## src/rtl/cnn_layer_accel_result_packer_if.sv

```systemverilog
// Result stream from the quad and packed-word stream to writeback.
// slave = packer side, master = producer/consumer side.
interface cnn_layer_accel_result_packer_if #(
    parameter int RESULT_WIDTH = 16,
    parameter int OUT_WIDTH    = 128
);
    localparam int LANES = OUT_WIDTH / RESULT_WIDTH;

    // Both streams: a beat transfers on a rising clk_core edge where valid
    // (result_valid/out_valid) and the matching accept/ready are both high;
    // the sender holds its data stable until that edge.
    logic                    result_valid;
    logic                    result_accept;
    logic [RESULT_WIDTH-1:0] result_data;
    logic                    out_valid;
    logic                    out_ready;
    logic [OUT_WIDTH-1:0]    out_data;
    logic [LANES-1:0]        out_lane_mask;
    logic [9:0]              out_row;
    logic [9:0]              out_col_base;
    logic [6:0]              out_depth;
    logic                    out_last;

    modport slave (
        input  result_valid, result_data, out_ready,
        output result_accept, out_valid, out_data, out_lane_mask,
        output out_row, out_col_base, out_depth, out_last
    );

    modport master (
        output result_valid, result_data, out_ready,
        input  result_accept, out_valid, out_data, out_lane_mask,
        input  out_row, out_col_base, out_depth, out_last
    );
endinterface

```

## src/rtl/cnn_layer_accel_result_packer.sv

```systemverilog
// Packs the 16-bit result stream into 128-bit words per output row,
// tagging each word with row/depth/column and flushing at every row end.
module cnn_layer_accel_result_packer #(
    parameter int RESULT_WIDTH = 16,
    parameter int OUT_WIDTH    = 128
) (
    input  logic       clk_core,
    input  logic       rst,
    input  logic       start,
    input  logic [9:0] num_output_cols_cfg,
    input  logic [9:0] num_output_rows_cfg,
    input  logic [6:0] num_kernel_cfg,
    output logic       busy,
    output logic       done,
    output logic [1:0] dbg_state,
    cnn_layer_accel_result_packer_if.slave bus
);
    localparam int LANES = OUT_WIDTH / RESULT_WIDTH;
    localparam int CW    = $clog2(LANES + 1);

    typedef enum logic [1:0] {S_IDLE, S_RUN, S_DRAIN, S_DONE} state_t;

    state_t               state_q, state_d;
    logic [9:0]           cols_q, cols_d, rows_q, rows_d;
    logic [6:0]           kern_q, kern_d;
    logic [9:0]           col_q, col_d, row_q, row_d;
    logic [6:0]           dep_q, dep_d;
    logic [OUT_WIDTH-1:0] buf_q, buf_d;
    logic [CW-1:0]        cnt_q, cnt_d;
    logic                 closed_q, closed_d;
    logic [9:0]           tag_row_q, tag_row_d, tag_col_q, tag_col_d;
    logic [6:0]           tag_dep_q, tag_dep_d;
    logic                 tag_last_q, tag_last_d;
    logic                 ov_q, ov_d;
    logic [OUT_WIDTH-1:0] od_q, od_d;
    logic [LANES-1:0]     om_q, om_d;
    logic [9:0]           orow_q, orow_d, ocol_q, ocol_d;
    logic [6:0]           odep_q, odep_d;
    logic                 olast_q, olast_d;

    logic          out_free, accept, fire;
    logic          col_end, row_end, dep_end, at_last;
    logic [CW-1:0] lane;

    function automatic logic [LANES-1:0] mask_of(input logic [CW-1:0] n);
        for (int i = 0; i < LANES; i++) mask_of[i] = (CW'(i) < n);
    endfunction

    assign col_end  = (col_q == cols_q - 10'd1);
    assign row_end  = (row_q == rows_q - 10'd1);
    assign dep_end  = (dep_q == kern_q - 7'd1);
    assign at_last  = col_end && row_end && dep_end;
    assign out_free = !ov_q || bus.out_ready;
    // A closed buffer blocks new results unless it leaves this very cycle.
    assign accept   = (state_q == S_RUN) && (!closed_q || out_free);
    assign fire     = accept && bus.result_valid;

    always_comb begin
        state_d    = state_q;
        cols_d     = cols_q;
        rows_d     = rows_q;
        kern_d     = kern_q;
        col_d      = col_q;
        row_d      = row_q;
        dep_d      = dep_q;
        buf_d      = buf_q;
        cnt_d      = cnt_q;
        closed_d   = closed_q;
        tag_row_d  = tag_row_q;
        tag_col_d  = tag_col_q;
        tag_dep_d  = tag_dep_q;
        tag_last_d = tag_last_q;
        ov_d       = ov_q && !bus.out_ready;
        od_d       = od_q;
        om_d       = om_q;
        orow_d     = orow_q;
        ocol_d     = ocol_q;
        odep_d     = odep_q;
        olast_d    = olast_q;
        lane       = '0;

        if (closed_q && out_free) begin
            ov_d     = 1'b1;
            od_d     = buf_q;
            om_d     = mask_of(cnt_q);
            orow_d   = tag_row_q;
            ocol_d   = tag_col_q;
            odep_d   = tag_dep_q;
            olast_d  = tag_last_q;
            buf_d    = '0;
            cnt_d    = '0;
            closed_d = 1'b0;
        end

        if (fire) begin
            lane = cnt_d;
            for (int i = 0; i < LANES; i++)
                if (lane == CW'(i)) buf_d[i*RESULT_WIDTH +: RESULT_WIDTH] = bus.result_data;
            if (lane == '0) begin
                tag_row_d = row_q;
                tag_col_d = col_q;
                tag_dep_d = dep_q;
            end
            tag_last_d = at_last;
            cnt_d      = lane + CW'(1);
            if (lane == CW'(LANES - 1) || col_end) begin
                // Skip the buffer stage when the output register is free.
                if (!closed_q && out_free) begin
                    ov_d    = 1'b1;
                    od_d    = buf_d;
                    om_d    = mask_of(cnt_d);
                    orow_d  = tag_row_d;
                    ocol_d  = tag_col_d;
                    odep_d  = tag_dep_d;
                    olast_d = tag_last_d;
                    buf_d   = '0;
                    cnt_d   = '0;
                end else begin
                    closed_d = 1'b1;
                end
            end
            if (col_end) begin
                col_d = '0;
                if (row_end) begin
                    row_d = '0;
                    dep_d = dep_end ? 7'd0 : dep_q + 7'd1;
                end else begin
                    row_d = row_q + 10'd1;
                end
            end else begin
                col_d = col_q + 10'd1;
            end
            if (at_last) state_d = S_DRAIN;
        end

        case (state_q)
            S_IDLE: begin
                if (start) begin
                    cols_d  = num_output_cols_cfg;
                    rows_d  = num_output_rows_cfg;
                    kern_d  = num_kernel_cfg;
                    col_d   = '0;
                    row_d   = '0;
                    dep_d   = '0;
                    state_d = (num_output_cols_cfg == '0 || num_output_rows_cfg == '0 ||
                               num_kernel_cfg == '0) ? S_DONE : S_RUN;
                end
            end
            S_RUN:   ;
            S_DRAIN: if (ov_q && bus.out_ready && olast_q) state_d = S_DONE;
            S_DONE:  state_d = S_IDLE;
            default: state_d = S_IDLE;
        endcase
    end

    always_ff @(posedge clk_core or posedge rst) begin
        if (rst) begin
            state_q    <= S_IDLE;
            cols_q     <= '0;
            rows_q     <= '0;
            kern_q     <= '0;
            col_q      <= '0;
            row_q      <= '0;
            dep_q      <= '0;
            buf_q      <= '0;
            cnt_q      <= '0;
            closed_q   <= 1'b0;
            tag_row_q  <= '0;
            tag_col_q  <= '0;
            tag_dep_q  <= '0;
            tag_last_q <= 1'b0;
            ov_q       <= 1'b0;
            od_q       <= '0;
            om_q       <= '0;
            orow_q     <= '0;
            ocol_q     <= '0;
            odep_q     <= '0;
            olast_q    <= 1'b0;
        end else begin
            state_q    <= state_d;
            cols_q     <= cols_d;
            rows_q     <= rows_d;
            kern_q     <= kern_d;
            col_q      <= col_d;
            row_q      <= row_d;
            dep_q      <= dep_d;
            buf_q      <= buf_d;
            cnt_q      <= cnt_d;
            closed_q   <= closed_d;
            tag_row_q  <= tag_row_d;
            tag_col_q  <= tag_col_d;
            tag_dep_q  <= tag_dep_d;
            tag_last_q <= tag_last_d;
            ov_q       <= ov_d;
            od_q       <= od_d;
            om_q       <= om_d;
            orow_q     <= orow_d;
            ocol_q     <= ocol_d;
            odep_q     <= odep_d;
            olast_q    <= olast_d;
        end
    end

    assign busy              = (state_q != S_IDLE);
    assign done              = (state_q == S_DONE);
    assign dbg_state         = state_q;
    assign bus.result_accept = accept;
    assign bus.out_valid     = ov_q;
    assign bus.out_data      = od_q;
    assign bus.out_lane_mask = om_q;
    assign bus.out_row       = orow_q;
    assign bus.out_col_base  = ocol_q;
    assign bus.out_depth     = odep_q;
    assign bus.out_last      = olast_q;
endmodule
```

## src/flat_wrapper.sv

```systemverilog
// flat-port wrapper written by rule: the top's interface ports become plain ports
module cnn_layer_accel_result_packer_flat 
#(
    parameter int RESULT_WIDTH = 16,
    parameter int OUT_WIDTH    = 128
)
  (clk_core, rst, start, num_output_cols_cfg, num_output_rows_cfg, num_kernel_cfg, busy, done, dbg_state, bus_result_valid, bus_result_data, bus_out_ready, bus_result_accept, bus_out_valid, bus_out_data, bus_out_lane_mask, bus_out_row, bus_out_col_base, bus_out_depth, bus_out_last);
  cnn_layer_accel_result_packer_if #(.RESULT_WIDTH(RESULT_WIDTH), .OUT_WIDTH(OUT_WIDTH)) bus_i ();
  input  logic clk_core;
  input  logic rst;
  input  logic start;
  input  logic [9:0] num_output_cols_cfg;
  input  logic [9:0] num_output_rows_cfg;
  input  logic [6:0] num_kernel_cfg;
  output logic busy;
  output logic done;
  output logic [1:0] dbg_state;
  input wire logic [$bits(bus_i.result_valid)-1:0] bus_result_valid;
  input wire logic [$bits(bus_i.result_data)-1:0] bus_result_data;
  input wire logic [$bits(bus_i.out_ready)-1:0] bus_out_ready;
  output wire logic [$bits(bus_i.result_accept)-1:0] bus_result_accept;
  output wire logic [$bits(bus_i.out_valid)-1:0] bus_out_valid;
  output wire logic [$bits(bus_i.out_data)-1:0] bus_out_data;
  output wire logic [$bits(bus_i.out_lane_mask)-1:0] bus_out_lane_mask;
  output wire logic [$bits(bus_i.out_row)-1:0] bus_out_row;
  output wire logic [$bits(bus_i.out_col_base)-1:0] bus_out_col_base;
  output wire logic [$bits(bus_i.out_depth)-1:0] bus_out_depth;
  output wire logic [$bits(bus_i.out_last)-1:0] bus_out_last;
  assign bus_i.result_valid = bus_result_valid;
  assign bus_i.result_data = bus_result_data;
  assign bus_i.out_ready = bus_out_ready;
  assign bus_result_accept = bus_i.result_accept;
  assign bus_out_valid = bus_i.out_valid;
  assign bus_out_data = bus_i.out_data;
  assign bus_out_lane_mask = bus_i.out_lane_mask;
  assign bus_out_row = bus_i.out_row;
  assign bus_out_col_base = bus_i.out_col_base;
  assign bus_out_depth = bus_i.out_depth;
  assign bus_out_last = bus_i.out_last;
  cnn_layer_accel_result_packer #(.RESULT_WIDTH(RESULT_WIDTH), .OUT_WIDTH(OUT_WIDTH)) u_core (.clk_core(clk_core), .rst(rst), .start(start), .num_output_cols_cfg(num_output_cols_cfg), .num_output_rows_cfg(num_output_rows_cfg), .num_kernel_cfg(num_kernel_cfg), .busy(busy), .done(done), .dbg_state(dbg_state), .bus(bus_i));
endmodule
```

## config.mk

```make
export PLATFORM = sky130hd
export DESIGN_NAME = cnn_layer_accel_result_packer_flat
export DESIGN_NICKNAME = d
export VERILOG_FILES = /design/src/rtl/cnn_layer_accel_result_packer_if.sv /design/src/rtl/cnn_layer_accel_result_packer.sv /design/src/flat_wrapper.sv
export SDC_FILE = /design/constraint.sdc
export NUM_CORES = 1
export LEC_CHECK = 0
export BUFFER_PORTS_ARGS = -buffer_cell sky130_fd_sc_hd__buf_2
export CAP_MARGIN = 20
export CORE_MARGIN = 2
export CORE_UTILIZATION = 25
export CTS_BUF_LIST = sky130_fd_sc_hd__clkbuf_4 sky130_fd_sc_hd__clkbuf_8 sky130_fd_sc_hd__clkbuf_16
export DETAILED_ROUTE_END_ITERATION = 16
export GPL_TIMING_DRIVEN = 1
export PLACE_DENSITY = 0.49
export SLEW_MARGIN = 20
export SYNTH_ARGS = -nofsm -noshare
export SYNTH_HDL_FRONTEND = slang
export SYNTH_SLANG_ARGS = --single-unit
```

## constraint.sdc

```tcl
create_clock -name clk_core -period 14.8 [get_ports clk_core]
set_clock_uncertainty 0.2 [all_clocks]
set_input_delay 2.22 -clock clk_core [delete_from_list [all_inputs] [get_ports clk_core]]
set_output_delay 2.22 -clock clk_core [all_outputs]
set_load 0.05 [all_outputs]
```

==> results of run 1 <==
==> worst max-delay path: stages <==
cell      delay (ps)
buf_2            130
nand2b_1         650
nand2_1          660
nand2_1          390
inv_1            120
ha_1             300
nand2_1          390
o21ai_0          350
a31oi_4          870
buf_4            510
buf_6            640
nor2_1           110
buf_4            240
a21o_1           200
==> how the worst max path moves through the flow <==
stage	startpoint	to	slack (ps)
floorplan	rst	u_core.buf_q[0]	1770
finish	bus_out_ready	u_core.bus.out_data[8]	7160
CTS	bus_out_ready	u_core.bus.out_data[10]	7100
global placement	bus_out_ready	u_core.bus.out_data[1]	6370
global route	bus_out_ready	u_core.bus.out_data[15]	6490
detailed placement	bus_out_ready	u_core.bus.out_data[10]	6470
==> layout make-up <==
cell class                 count  area, um2  share of cell area
clock buffer                  64       1340              0.0656
sequential                   382       9560               0.467
clock inverter                18        220              0.0108
tap                          873       1090              0.0534
multi-input combinational    988       6880               0.336
inverter                      17       71.3             0.00349
timing repair buffer         244       1290              0.0632
==> cells in the mapped netlist, types with 5 or more instances <==
master	instances
a21o_1	34
a21oi_1	29
a221o_1	97
a22o_1	112
a31oi_1	10
a32o_1	16
and2_0	8
and2_1	37
and3_1	29
buf_1	8
buf_2	8
clkbuf_1	102
dfrtp_1	382
ha_1	12
inv_1	17
mux2_2	26
nand2_1	132
nand2b_1	6
nand3_1	41
nand3b_1	5
nand4_1	9
nor2_1	64
nor2b_1	51
nor3_1	38
nor4_1	9
o21a_1	6
o21ai_0	50
o22ai_1	31
o2bb2ai_1	15
or3_1	10
xnor2_1	23
xor2_1	29
==> per-layer routing <==
metal  GRT usage  routed length (um)
met5           0                   0
met4      0.0418                1130
met3      0.0458                3780
met2       0.258               26700
met1       0.202               23900
==> flip-flops by register name, summed over array words and instances, names as in the netlist, 10 cells and up <==
signal / cells
u_core.row_q: 10
u_core.rows_q: 10
u_core.col_q: 10
u_core.cols_q: 10
u_core.bus.out_col_base: 10
u_core.tag_row_q: 10
u_core.buf_q: 128
u_core.bus.out_data: 128
u_core.bus.out_row: 10
u_core.tag_col_q: 10
==> stage by stage <==
step | worst slack, ps | power [uW]
after floorplan | 1770 | 3000
after global placement | 6370 | 3510
after detailed placement | 6470 | 3540
after CTS | 7100 | 4740
after global routing | 6490 | 4930
final | 7160 | 4680
==> power by group through the flow <==
stage                     Combinational, uW  Sequential (uW)  Clock, uW
after floorplan                         721             2280          0
after global placement                 1790             1720          0
after detailed placement               1820             1720          0
after CTS                              1830             1710       1200
after global routing                   1930             1760       1240
final                                  1810             1710       1160
==> logic make-up after synthesis <==
| family | after synthesis | share of synthesized area |
|---|---|---|
| simple gates | 458 | 0.139 |
| compound gates | 437 | 0.210 |
| flops | 382 | 0.565 |
| buf+inv | 137 | 0.0319 |
| xor+xnor | 52 | 0.0269 |
| mux | 29 | 0.0191 |
| fa+ha+maj | 12 | 0.00887 |
==> results by group, run 1 <==
CTS
  – Post-CTS Setup Inserts: 0
  – Root Buffer: clkbuf_16
  – Post-CTS sizing: 0
  – Hold-fix buffers, CTS: 0
  – Cts bufs inserted: 44
  – Number of H-tree levels: 2
  – Clk slew on worst S/H paths: 60 ps
  – CTS tree: yes
  – Worst skew pair latency: 570 ps
  – Clk sink count: 382
  – CTS Buffer Depth: 3

Floorplanning
  – Die width: around 260 um
  – Starting Density: 0.252
  – Top Ports: ~220
  – Die Y: 264 um
  – Die area: 69800 um2
  – Cell row count: 95
  – Core Box Area: 67000 um2

Setup path
  – Reg2reg path depth: 13
  – Worst reg2reg path startpoint: u_core.bus.out_valid
  – Critical Path Source Type: input port
  – Reg2reg end: u_core.bus.out_data[8]
  – Worst EP required: 15060 ps
  – Arr. time, crit path: 7910 ps
  – CP Class: input port to flip-flop
  – CP Max Fanout: between 100 and 150
  – Crit end category: flip-flop
  – R2R setup slack: approximately 8500 ps

Finish
  – Share of layout cells above drive strength 1: 0.220
  – Fin util: 0.305
  – Most frequent cells in the layout: dfrtp_1 (382), buf_2 (217), nand2_1 (132), a22o_1 (112), a221o_1 (97)
  – Final nets: 1737
  – Area grow syn2layout: 20.9%
  – # fillers: 6861
  – Design area: 20500 um2
  – Non-Filler Instances: 2586
  – Ant. Diodes: 0
  – Most common cell after layout, fill and taps aside: dfrtp_1

Min path
  – Min-delay src: u_core.buf_q[83]
  – Hold depth: 1
  – Worst hold-check path type: flip-flop to flip-flop
  – Hold Path Sink: u_core.bus.out_data[83]

STA
  – Tcrit/Tclk final: 0.517
  – TNS Setup: 0 ps
  – Slew @ Worst Pin: 1070 ps
  – Pins Over Slew Limit: 0
  – Slew HR: 0.288
  – Post-layout min period: 7640 ps
  – Setup-failing EPs final: 0
  – Hold Slack: 274 ps
  – Fmax achieved: 131 MHz
  – Unrepaired setup endpoints after global routing: false
  – Hold Fails Final Rpt: 0

Route
  – Drt total wl: 55500 um
  – DRT iter0 DRCs: 812
  – DRC Markers: 0
  – DR WL/cell: 21.5 um
  – Drt pass-1 iters: 5
  – Remaining antenna violation count: 0
  – Vias/cell: 5.06
  – Vias after detailed routing: about 13000

Power
  – Total power density per cell area: 229 nW/um2
  – Clk network pwr share: 0.249
  – Peak supply drop: about 0.096 mV
  – Pleak: 0.00982 uW
  – Logic pwr share: 0.386
  – P_sw: 1980 uW
  – P_int: 2700 uW
  – Sw Ratio: 0.422
  – Sequential share of power: 0.365

Flow run
  – Max cap viols: 0

Logic synthesis
  – Yosys cell types: 74
  – Mapped Cells: about 1500
  – Synth top area cells: dfrtp_1 (57%), a22o_1 (5.8%), a221o_1 (5.7%)
  – Seq cells post-synth: 382
  – YS warnings: 0
  – Average footprint of a synthesized cell: 11.2 um2
  – Async SR Flop Fraction: 1.00
  – Seq/Total Area, Yosys: 0.565
  – Yosys top cell by area: dfrtp_1
  – Mapped cell area: 16900 um2
  – Synth top area share: 0.565
  – Top_reg_cell synth: dfrtp_1
  – Post-synth EDFFs: 0
  – Synthesized net count: 1567

Global route
  – First-pass GRT wire length: 85200 um
  – Tot GR Track Use: 0.157
  – Initial antenna violation count: 1
  – Gr ovfl total: 0
  – Largest net degree at the start of global routing: 127
  – Vias in the first global route: 13400

Status
  – Outcome: finished clean

Place
  – Number of port buffers: 217
  – RD Place Congestion: 0.795
  – DP Area: approximately 19000 um2
  – Post-DP HPWL: roughly 37000 um
  – Dpl cells: roughly 2500
Power figures use the tool's default switching activity.
==> run 2, diff against run 1 <==
Settings changed: PLACE_DENSITY 0.49 to 0.5.
Clock period 14.8 ns to 6.4 ns, I/O delays scaled along.
==> results by group, run 2 (synthesized netlist as in run 1, its figures left out) <==
Setup path
  – CP Max Fanout: 33
  – R2R setup slack: roughly 1700 ps
  – Crit end category: flip-flop
  – CP Class: input port to flip-flop
  – Worst EP required: 6650 ps
  – Reg2reg end: u_core.buf_q[59]
  – Reg2reg path depth: 13
  – Worst reg2reg path startpoint: u_core.bus.out_valid
  – Critical Path Source Type: input port
  – Arr. time, crit path: 5090 ps

Floorplanning
  – Die Y: 264 um
  – Cell row count: 95
  – Die area: about 70000 um2
  – Core Box Area: 67000 um2
  – Top Ports: 218
  – Starting Density: 0.252
  – Die width: 264 um

Route
  – DRC Markers: 0
  – DR WL/cell: 21.4 um
  – Vias/cell: just over 5
  – DRT iter0 DRCs: between 800 and 900
  – Drt total wl: 55300 um
  – Remaining antenna violation count: 0
  – Drt pass-1 iters: 5
  – Vias after detailed routing: 13000

CTS
  – Root Buffer: clkbuf_16
  – Clk sink count: roughly 380
  – Post-CTS Setup Inserts: 0
  – CTS tree: yes
  – Clk slew on worst S/H paths: approximately 60 ps
  – Cts bufs inserted: 44
  – Worst skew pair latency: around 560 ps
  – CTS Buffer Depth: 3
  – Hold-fix buffers, CTS: 0
  – Number of H-tree levels: 2
  – Post-CTS sizing: 0

STA
  – Slew @ Worst Pin: 1020 ps
  – Post-layout min period: 4840 ps
  – Setup-failing EPs final: 0
  – Slew HR: 0.317
  – Pins Over Slew Limit: 0
  – Unrepaired setup endpoints after global routing: false
  – TNS Setup: 0 ps
  – Tcrit/Tclk final: 0.756
  – Fmax achieved: between 200 and 250 MHz
  – Hold Fails Final Rpt: 0

Global route
  – Tot GR Track Use: 0.157
  – Largest net degree at the start of global routing: 169
  – Gr ovfl total: 0
  – Vias in the first global route: between 10000 and 15000
  – First-pass GRT wire length: 85700 um
  – Initial antenna violation count: 0

Finish
  – Ant. Diodes: 0
  – Most frequent cells in the layout: dfrtp_1 (382), buf_2 (217), nand2_1 (132), a22o_1 (112), a221o_1 (97)
  – Design area: 20500 um2
  – Share of layout cells above drive strength 1: 0.220
  – Final nets: 1744
  – Area grow syn2layout: 21.1%
  – Most common cell after layout, fill and taps aside: dfrtp_1

Power
  – Overall power: 10800 uW
  – Peak supply drop: 0.229 mV
  – Sw Ratio: 0.418
  – P_sw: 4500 uW
  – Sequential share of power: 0.367
  – Clk network pwr share: 0.247
  – Total power density per cell area: between 500 and 600 nW/um2
  – P_int: between 6000 and 7000 uW
  – Logic pwr share: 0.386
  – Pleak: 0.00985 uW

Place
  – RD Place Congestion: 0.791
  – Number of port buffers: 217
  – DP Area: between 15000 and 20000 um2
  – Post-DP HPWL: about 37000 um

Status
  – Outcome: finished clean

Min path
  – Worst hold-check path type: input port to async pin

Flow run
  – Max cap viols: 0
==> run 2: routing by layer <==
| layer | track usage | vias to the layer above | routed length [um] |
|---|---|---|---|
| li1 | - | 5944 | - |
| met2 | 0.258 | 283 | 26200 |
| met3 | 0.0402 | 64 | 3200 |
| met5 | 0 | - | 0 |
| met1 | 0.206 | 6720 | 24700 |
| met4 | 0.0402 | 0 | 1140 |
==> run 2: power groups by stage <==
stage | Clock, uW | Sequential [uW] | Combinational [uW]
after floorplan | 0 | 5280 | 1670
after global placement | 0 | 3980 | 4130
after detailed placement | 0 | 3980 | 4190
after CTS | 2740 | 3950 | 4200
after global routing | 2840 | 4050 | 4450
final | 2660 | 3950 | 4160
==> run 2: worst max-delay path by stage <==
stage	start	slack (ps)	depth (start not counted)	end
after detailed placement	bus_out_ready	1010	14	u_core.buf_q[58]
final	bus_out_ready	1560	14	u_core.buf_q[59]
after global placement	bus_out_ready	1130	14	u_core.buf_q[111]
after global routing	bus_out_ready	1260	14	u_core.buf_q[55]
after floorplan	rst	110	1	u_core.buf_q[0]
after CTS	bus_out_ready	1620	14	u_core.buf_q[58]
==> run 2: final cells by class <==
type                            instances  area, um2
Sequential cell                       382       9560
Inverter                               17       67.6
Fill cell                            6893      46600
Timing Repair Buffer                  251       1380
Clock inverter                         16        220
Tap cell                              873       1090
Multi-Input combinational cell        988       6860
Clock buffer                           61       1310
==> run 2: stage by stage <==
stage	hold slack (ps)	worst slack [ps]	util	cells
floorplan	247	106	-	1507
global placement	261	1130	0.283	2511
detailed placement	267	1010	0.283	2511
CTS	242	1620	0.305	2588
global route	271	1260	0.306	2588
finish	244	1560	0.306	2588
==> run 2: critical path: stages <==
cell and delay, ps:
buf_2 140, nand2b_1 140, buf_4 220, nand2_1 200, buf_4 230, nand2_1 130, inv_1 170, ha_1 360
nand2_1 340, o21ai_0 670, a31o_2 840, a31oi_1 130, buf_4 260, a22o_1 260
==> run 3, diff against run 2 <==
Clock period 6.4 ns to 4.3 ns, I/O delays scaled along.
==> results by group, run 3 (synthesized netlist as in run 1, its figures left out) <==
Status
  – Outcome: finished clean

Floorplanning
  – Core Box Area: 67000 um2
  – Die Y: 264 um
  – Starting Density: 0.252
  – Die width: between 200 and 300 um
  – Die area: 69800 um2
  – Top Ports: 218
  – Cell row count: 95

Setup path
  – Max incr delay on CP: approximately 650 ps
  – CP Class: flip-flop to flip-flop
  – Crit end category: flip-flop
  – Arr. time, crit path: 4260 ps
  – Critical-path cell list: inv_1 -> ha_1 -> or4b_4 -> o2111ai_1 -> nand3_1 -> o2111a_1 -> o21ai_1 -> nand2_1 -> o21ai_0
  – Worst EP required: 4570 ps
  – Instance count on the critical path: 9
  – CP Max Fanout: 16
  – Critical Path Source Type: flip-flop
  – Reg2reg path depth: 9
  – Worst path bufs/invs: 1
  – Critical path's slowest cell: o21ai_1
  – Crit path max-delay family: compound AO/OA/AOI/OAI gates

CTS
  – Post-CTS sizing: 0
  – Worst skew pair latency: 570 ps
  – CTS Buffer Depth: 3
  – Cts bufs inserted: 46
  – CTS tree: yes
  – Root Buffer: clkbuf_16
  – Clk slew on worst S/H paths: ~60 ps
  – Post-CTS Setup Inserts: 0
  – Clk sink count: roughly 380
  – Number of H-tree levels: 2
  – Hold-fix buffers, CTS: 0

Route
  – DRC Markers: 0
  – Vias after detailed routing: around 13000
  – Drt total wl: 55500 um
  – Drt pass-1 iters: 5
  – DR WL/cell: 21.3 um
  – Remaining antenna violation count: 0
  – DRT iter0 DRCs: 910
  – Vias/cell: just over 5

Power
  – Total power density per cell area: 783 nW/um2
  – Pleak: ~0.01 uW
  – Peak supply drop: between 0.2 and 0.3 mV
  – Overall power: 16200 uW

STA
  – Tcrit/Tclk final: 0.928
  – Unrepaired setup endpoints after global routing: false
  – Setup-failing EPs final: 0
  – Hold Slack: ~48 ps
  – Slew @ Worst Pin: 1040 ps
  – Fmax achieved: between 200 and 300 MHz
  – Slew HR: 0.305
  – Pins Over Slew Limit: 0
  – Hold Fails Final Rpt: 0
  – Post-layout min period: roughly 4000 ps

Global route
  – Initial antenna violation count: 0
  – Largest net degree at the start of global routing: 173
  – Tot GR Track Use: 0.157
  – Gr ovfl total: 0
  – First-pass GRT wire length: 85500 um
  – Vias in the first global route: 13800

Place
  – RD Place Congestion: 0.801
  – Number of port buffers: 217
  – Dpl cells: 2523
  – Post-DP HPWL: 36700 um

Finish
  – Non-Filler Instances: 2606
  – Area grow syn2layout: 22.3%
  – Final nets: 1759
  – Most frequent cells in the layout: dfrtp_1 (382), buf_2 (217), nand2_1 (132), a22o_1 (112), a221o_1 (97)
  – Most common cell after layout, fill and taps aside: dfrtp_1
  – Fin util: 0.309
  – Share of layout cells above drive strength 1: 0.228

Min path
  – Worst hold-check path type: input port to async pin

Flow run
  – Max cap viols: 0
-- run 3: changes by cell type in the layout (fill, tap and decap cells not counted), sizes merged --
cell,change
diode,+1
buf,+13
clkbuf,+5
inv,+2
clkinv,-3
-- run 3: where the power goes --
part           internal [uW]  leakage [uW]  switching (uW)
clock                   2530      0.000809            1580
sequential              4900       0.00499             941
combinational           2020       0.00417            4220
-- run 3: area by class of cell --
type / count / area [um2]
antenna: 1 / 2.50
clock buffer: 66 / 1380
clock inverter: 15 / 223
fill: 6904 / 46400
inverter: 17 / 67.6
multi-input combinational: 988 / 6860
sequential: 382 / 9560
tap: 873 / 1090
timing repair buffer: 264 / 1500
-- run 3: stage by stage --
stage	TNS, ps	area [um2]	worst slack [ps]
floorplan	-641380	16900	-1680
global placement	0	19100	500
detailed placement	0	19100	353
CTS	0	20700	328
global route	0	20700	135
finish	0	20700	310
-- run 3: per-layer routing --
metal	GRT usage	vias to the layer above	wire length (um)
met5	0	-	0
met4	0.0435	0	1210
met3	0.0427	71	3550
met2	0.255	296	26200
met1	0.205	6816	24500
li1	-	5979	-
-- run 3: final timing paths --
kind | start | to | slack, ps
max in group asynchronous | rst | u_core.bus.out_depth[0] | 2730
setup / recovery | u_core.cols_q[0] | u_core.buf_q[79] | 310
hold / removal | rst | u_core.dbg_state[1] | 50
hold reg to reg | u_core.buf_q[88] | u_core.bus.out_data[88] | 270
setup reg to reg | u_core.cols_q[0] | u_core.buf_q[79] | 310
min in group clk_core | num_kernel_cfg[2] | u_core.kern_q[2] | 70
